--- config.mk ---
export PLATFORM = sky130hd
export DESIGN_NAME = ex
export DESIGN_NICKNAME = d
export VERILOG_FILES = /design/src/rtl/ex.sv
export SDC_FILE = /design/constraint.sdc
export NUM_CORES = 1
export LEC_CHECK = 0
export ABC_AREA = 1
export BUFFER_PORTS_ARGS = -buffer_cell sky130_fd_sc_hd__buf_4
export CORE_ASPECT_RATIO = 1.5
export CORE_MARGIN = 5
export CORE_UTILIZATION = 53
export DETAILED_ROUTE_END_ITERATION = 8
export PLACE_DENSITY = 0.78
export SLEW_MARGIN = 20
export SYNTH_ARGS = -nofsm -noshare
export SYNTH_HDL_FRONTEND = slang
export SYNTH_SLANG_ARGS = --single-unit
--- constraint.sdc ---
create_clock -name clk -period 5.1 [get_ports clk]
set_input_delay 0.765 -clock clk [delete_from_list [all_inputs] [get_ports clk]]
set_output_delay 0.765 -clock clk [all_outputs]
set_load 0.03 [all_outputs]
--- src/rtl/ex.sv ---
// Execute stage of the RV32I core: single-cycle ALU ops plus an iterative
// one-bit-per-cycle shifter, with valid/ready handshakes on both sides.
module ex (
    input  logic        clk,
    input  logic        rst,
    input  logic        flush,
    input  logic        in_valid,
    output logic        in_ready,
    input  logic [3:0]  rtlop_i,
    input  logic [2:0]  rtltype_i,
    input  logic [31:0] pc_i,
    input  logic [31:0] src1_i,
    input  logic [31:0] src2_i,
    input  logic [4:0]  gprs_waddr_i,
    output logic        out_valid,
    input  logic        out_ready,
    output logic [31:0] wdata_o,
    output logic [4:0]  gprs_waddr_o,
    output logic [31:0] pc_o,
    output logic        error_o
);
    localparam logic [3:0] OP_ADD  = 4'b0000;
    localparam logic [3:0] OP_SLL  = 4'b0001;
    localparam logic [3:0] OP_SLT  = 4'b0010;
    localparam logic [3:0] OP_SLTU = 4'b0011;
    localparam logic [3:0] OP_XOR  = 4'b0100;
    localparam logic [3:0] OP_SHR  = 4'b0101;
    localparam logic [3:0] OP_OR   = 4'b0110;
    localparam logic [3:0] OP_AND  = 4'b0111;
    localparam logic [3:0] OP_SAR  = 4'b1101;
    localparam logic [2:0] ARICH   = 3'b000;

    typedef enum logic {IDLE, SHIFT} state_t;

    state_t      state_q, state_d;
    logic        out_valid_q, out_valid_d;
    logic [31:0] wdata_q, wdata_d;
    logic [4:0]  waddr_q, waddr_d;
    logic [31:0] pc_q, pc_d;
    logic        err_q, err_d;
    logic [4:0]  cnt_q, cnt_d;
    logic [31:0] sh_q, sh_d;
    logic [3:0]  op_q, op_d;
    logic [4:0]  swaddr_q, swaddr_d;
    logic [31:0] spc_q, spc_d;

    logic accept, illegal, shift_in;

    function automatic logic op_legal(input logic [3:0] op);
        case (op)
            OP_ADD, OP_SLL, OP_SLT, OP_SLTU, OP_XOR,
            OP_SHR, OP_OR, OP_AND, OP_SAR: op_legal = 1'b1;
            default:                       op_legal = 1'b0;
        endcase
    endfunction

    function automatic logic is_shift(input logic [3:0] op);
        is_shift = (op == OP_SLL) || (op == OP_SHR) || (op == OP_SAR);
    endfunction

    function automatic logic [31:0] alu(input logic [3:0] op, input logic [31:0] a,
                                        input logic [31:0] b);
        logic signed [31:0] a_s, b_s;
        a_s = a;
        b_s = b;
        case (op)
            OP_ADD:  alu = a + b;
            OP_SLT:  alu = {31'd0, a_s < b_s};
            OP_SLTU: alu = {31'd0, a < b};
            OP_XOR:  alu = a ^ b;
            OP_OR:   alu = a | b;
            OP_AND:  alu = a & b;
            default: alu = 32'd0;
        endcase
    endfunction

    function automatic logic [31:0] shift_step(input logic [3:0] op, input logic [31:0] v);
        case (op)
            OP_SLL:  shift_step = {v[30:0], 1'b0};
            OP_SAR:  shift_step = {v[31], v[31:1]};
            default: shift_step = {1'b0, v[31:1]};
        endcase
    endfunction

    assign accept   = in_valid && in_ready;
    assign illegal  = (rtltype_i != ARICH) || !op_legal(rtlop_i);
    assign shift_in = !illegal && is_shift(rtlop_i);

    always_ff @(posedge clk or posedge rst) begin
        if (rst) state_q <= IDLE;
        else     state_q <= state_d;
    end

    always_comb begin
        state_d = state_q;
        if (flush) begin
            state_d = IDLE;
        end else begin
            case (state_q)
                IDLE:    if (accept && shift_in) state_d = SHIFT;
                SHIFT:   if (cnt_q == 5'd0)      state_d = IDLE;
                default: state_d = IDLE;
            endcase
        end
    end

    // Flush blocks acceptance so a squashed op can never enter the stage.
    always_comb begin
        in_ready = !flush && (state_q == IDLE) && (!out_valid_q || out_ready);
    end

    always_comb begin
        out_valid_d = out_valid_q;
        wdata_d     = wdata_q;
        waddr_d     = waddr_q;
        pc_d        = pc_q;
        err_d       = err_q;
        cnt_d       = cnt_q;
        sh_d        = sh_q;
        op_d        = op_q;
        swaddr_d    = swaddr_q;
        spc_d       = spc_q;
        if (flush) begin
            out_valid_d = 1'b0;
        end else begin
            if (out_ready) out_valid_d = 1'b0;
            if (accept) begin
                if (illegal) begin
                    out_valid_d = 1'b1;
                    wdata_d     = 32'd0;
                    waddr_d     = 5'd0;
                    pc_d        = pc_i;
                    err_d       = 1'b1;
                end else if (shift_in) begin
                    sh_d     = src1_i;
                    cnt_d    = src2_i[4:0];
                    op_d     = rtlop_i;
                    swaddr_d = gprs_waddr_i;
                    spc_d    = pc_i;
                end else begin
                    out_valid_d = 1'b1;
                    wdata_d     = (gprs_waddr_i == 5'd0) ? 32'd0 : alu(rtlop_i, src1_i, src2_i);
                    waddr_d     = gprs_waddr_i;
                    pc_d        = pc_i;
                    err_d       = 1'b0;
                end
            end
            // Output register is guaranteed free here: acceptance required it.
            if (state_q == SHIFT) begin
                if (cnt_q != 5'd0) begin
                    sh_d  = shift_step(op_q, sh_q);
                    cnt_d = cnt_q - 5'd1;
                end else begin
                    out_valid_d = 1'b1;
                    wdata_d     = (swaddr_q == 5'd0) ? 32'd0 : sh_q;
                    waddr_d     = swaddr_q;
                    pc_d        = spc_q;
                    err_d       = 1'b0;
                end
            end
        end
    end

    always_ff @(posedge clk or posedge rst) begin
        if (rst) begin
            out_valid_q <= 1'b0;
            wdata_q     <= 32'd0;
            waddr_q     <= 5'd0;
            pc_q        <= 32'd0;
            err_q       <= 1'b0;
            cnt_q       <= 5'd0;
            sh_q        <= 32'd0;
            op_q        <= 4'd0;
            swaddr_q    <= 5'd0;
            spc_q       <= 32'd0;
        end else begin
            out_valid_q <= out_valid_d;
            wdata_q     <= wdata_d;
            waddr_q     <= waddr_d;
            pc_q        <= pc_d;
            err_q       <= err_d;
            cnt_q       <= cnt_d;
            sh_q        <= sh_d;
            op_q        <= op_d;
            swaddr_q    <= swaddr_d;
            spc_q       <= spc_d;
        end
    end

    assign out_valid    = out_valid_q;
    assign wdata_o      = wdata_q;
    assign gprs_waddr_o = waddr_q;
    assign pc_o         = pc_q;
    assign error_o      = err_q;
endmodule

==> impl_metrics.py <==
metrics = {
    "outcome": {
        "status": "finished, final reports clean",
    },
    "worst_setup_path": {
        "cp.required_ps": 5430,
        "crit_family": "buffers and inverters",
        "worstPathArrival_ps": 3620,
        "cpPeakStageDelay_ps": 700,
        "r2r_setup_slack_ps": 1820,
        "rr_startpoint": "out_valid",
        "worstPathCellList": "buf_4, nor3_1, nand2_1, buf_4, nor2_4, inv_2, nor2_8, buf_4, nand2_1, o211ai_1, nand3_1, o21ai_0",
        "cp_slowest_cell": "buf_4",
        "endpoint_kind": "flip-flop",
        "worstPathBufferInverterCount": 4,
        "path_common_cell": "buf_4",
        "critPathLaunchType": "primary input",
        "ff2ff_path_depth": 13,
        "reg2reg_to": "sh_q[0]",
        "crit_fanout": 81,
        "critical_path_class": "primary input to flip-flop",
    },
    "floorplanning": {
        "core_mm2": 0.0231,
        "dieHeight_um": 198,
        "rows": 68,
        "start_util_pct": 54.0,
        "pin_count": 185,
        "die_x_um": 135,
        "die-area_mm2": 0.0268,
    },
    "layout": {
        "stdcell_area_mm2": 0.0146,
        "syn_to_final_growth_pct": 17.0,
        "final_nets": 2270,
        "antenna_cells": 0,
        "drive_gt1_share_pct": 12.3,
        "postLayoutCoreUtil_pct": 63.2,
    },
    "synthesis": {
        "synth_edf_count": 0,
        "synthArstFlopShare_pct": 100,
        "ys_types": 51,
        "ys_warn_count": 0,
        "seq_area_frac_synth_pct": 30.0,
        "syn_area_mm2": 0.0125,
        "synth_nets": 2148,
        "netlist_instances": 1937,
        "synth-seq-cells": 150,
        "ys.flop_type": "dfrtp_1",
        "avgSynthCellArea_um2": 6.45,
    },
    "drt": {
        "postRouteAntennaNets": 0,
        "routed_wl_mm": 40.8,
        "drc_errors": 0,
        "routed_via_density": 5.64,
        "drt-initial-drc-count": 1122,
        "vias": 13500,
        "wl_per_cell_um": 17.1,
        "dr.pass1.iters": 7,
    },
    "sta": {
        "rsz0062_at_grt": "false",
        "fin_skew_ps": 10.9,
        "setup_slack_ps": 1810,
        "post-route-min-period_ps": 3290,
        "hold_viol_final": 0,
        "tns_ps": 0,
        "slew_viol_final": 0,
        "max_slew.worst_pin.slew_ps": 893,
        "max_slew_margin_pct": 40.5,
        "fmax_mhz": 304,
        "period_share_pct": 64.5,
        "final-setup-viol-count": 0,
    },
    "pwr": {
        "swShare_pct": 34.7,
        "intPower_w": 0.00256,
        "comb_power_share_pct": 28.7,
        "vdd_drop_max_mv": 0.259,
        "power.leakage_nw": 7.83,
        "p_sw_w": 0.00136,
        "powerDensity_mw_per_mm2": 268,
        "clockPowerShare_pct": 34.4,
        "p_seq_share_pct": 36.9,
    },
    "clocking": {
        "cts_tree": "yes",
        "cts.reportedPaths.clkPinSlew_ps": 60,
        "htree_levels": 4,
        "clock_latency_ps": 420,
        "cts_made_buffers": 17,
        "cts-resized-gates": 0,
        "hold_buffers": 0,
        "cts-root-buf": "clkbuf_16",
        "cts_sinks": 150,
        "cts_buffer_depth": 2,
        "postCtsSetupRepairBufs": 0,
    },
    "grt": {
        "antenna_found_initial": 0,
        "top_usage_layer": "met2",
        "grt_pass1_vias": 12600,
        "grt_pass1_wl_mm": 64.2,
        "overflow": 0,
        "met2_usage_pct": 50.8,
        "use_met3_pct": 4.73,
        "grtUsageMet1_pct": 37.5,
        "track_usage_pct": 29.7,
        "grt_max_degree": 118,
    },
    "flow_run": {
        "drv_cap": 0,
    },
    "placement": {
        "dpl-instance-area_mm2": 0.0140,
        "hpwl_mm": 29.9,
        "io_buffers": 184,
        "place.gp.congestion": 1.01,
        "post-place-ws_ps": 1450,
    },
    "min_path": {
        "hold_end": "spc_q[24]",
        "min_from": "spc_q[24]",
        "hold_path_depth": 2,
        "hold_path.class": "flip-flop to flip-flop",
    },
}
[area by class of cell]
cell class	instances	area (um2)
well taps	315	394
multi-input cells	1453	7450
repair buffers	201	1510
fillers	2231	8510
inverters	236	893
clock inverters	10	143
clock buffers	22	484
flip-flops and latches	150	3750
[worst reg2reg max path, delay by kind of cell (launching register included)]
family	cells	cell delay, ps
compound gates	2	280
simple gates	7	1260
buf+inv	4	1260
flops	1	390
[state kept, by name, indices dropped and copies added (netlist names)]
name / count
pc_o: 32
sh_q: 32
spc_q: 32
wdata_o: 32
cnt_q: 5
gprs_waddr_o: 5
swaddr_q: 5
op_q: 4
error_o: 1
out_valid: 1
state_q: 1
[placed cells by master (no fill, tap or decap), types with 3 or more instances in the layout]
master,n
nand4_1,6
a21oi_1,175
o211ai_1,36
inv_1,225
inv_2,9
o22ai_1,25
clkbuf_8,4
dfrtp_1,150
buf_4,201
bufinv_16,3
o21ai_0,164
ha_1,97
a31oi_1,5
o21ai_1,31
a22oi_1,24
nor2_2,3
a221oi_1,5
nand3_1,77
nor2_1,110
nand2_1,623
nor3_1,34
clkbuf_16,17
[power groups by stage]
stage / sequential (W) / clock (W) / combinational (W)
finish: 0.00145 / 0.00135 / 0.00112
global route: 0.00146 / 0.00142 / 0.00124
CTS: 0.00144 / 0.00135 / 0.00112
detailed placement: 0.00146 / 0 / 0.00111
global placement: 0.00146 / 0 / 0.00109
floorplan: 0.00155 / 0 / 0.000625
[metrics by stage]
step / total power [W] / std cells / hold WS [ps]
after floorplan: 0.00217 / 1937 / 437
after global placement: 0.00255 / 2355 / 449
after detailed placement: 0.00257 / 2355 / 458
after CTS: 0.00391 / 2387 / 474
after global routing: 0.00412 / 2387 / 492
final: 0.00392 / 2387 / 472
[Yosys cell counts (2+ instances only)]
| library cell | instances | area share [%] |
|---|---|---|
| a221oi_1 | 5 | 0.35 |
| buf_4 | 5 | 0.30 |
| nor2_1 | 112 | 3.4 |
| clkbuf_1 | 65 | 2.0 |
| nand4_1 | 6 | 0.30 |
| dfrtp_1 | 150 | 30 |
| o311ai_0 | 2 | 0.14 |
| o2111ai_1 | 2 | 0.14 |
| nand3_1 | 78 | 3.1 |
| buf_2 | 20 | 0.80 |
| a21o_1 | 2 | 0.12 |
| a21oi_1 | 175 | 7.0 |
| o22ai_1 | 25 | 1.3 |
| a31oi_1 | 5 | 0.25 |
| o21ai_1 | 31 | 1.2 |
| a21boi_0 | 2 | 0.12 |
| xor2_1 | 2 | 0.14 |
| a22oi_1 | 24 | 1.4 |
| buf_1 | 6 | 0.18 |
| inv_1 | 227 | 6.8 |
| nand2_1 | 623 | 19 |
| inv_2 | 8 | 0.24 |
| and2_1 | 2 | 0.10 |
| ha_1 | 97 | 9.7 |
| nor3_1 | 34 | 1.4 |
| o211ai_1 | 36 | 2.2 |
| o31ai_1 | 2 | 0.12 |
| o21bai_1 | 2 | 0.12 |
| buf_6 | 2 | 0.18 |
| a21boi_1 | 2 | 0.12 |
| nor3b_1 | 2 | 0.12 |
| o21ai_0 | 164 | 6.6 |
[cells by family after synthesis]
| kind of cell | synth area share, % |
|---|---|
| simple gates | 27.9 |
| xor+xnor | 0.210 |
| buf+inv | 10.5 |
| fa+ha+maj | 9.87 |
| compound gates | 21.5 |
| flops | 30.0 |
[routing by layer]
| metal | up-vias | routed length [um] |
|---|---|---|
| met5 | - | 0 |
| met4 | 0 | 1660 |
| met3 | 95 | 3240 |
| met2 | 609 | 19800 |
| met1 | 6218 | 16100 |
| li1 | 6547 | - |
[worst max-delay path by stage]
stage | from | endpoint | slack, ps | cells after the start
finish | flush | sh_q[0] | 1810 | 12
global route | out_valid | sh_q[0] | 1530 | 13
CTS | out_valid | sh_q[0] | 1850 | 13
detailed placement | flush | cnt_q[2] | 1450 | 11
global placement | flush | cnt_q[2] | 1530 | 11
floorplan | rst | cnt_q[0] | 300 | 1
Power figures use the tool's default switching activity.
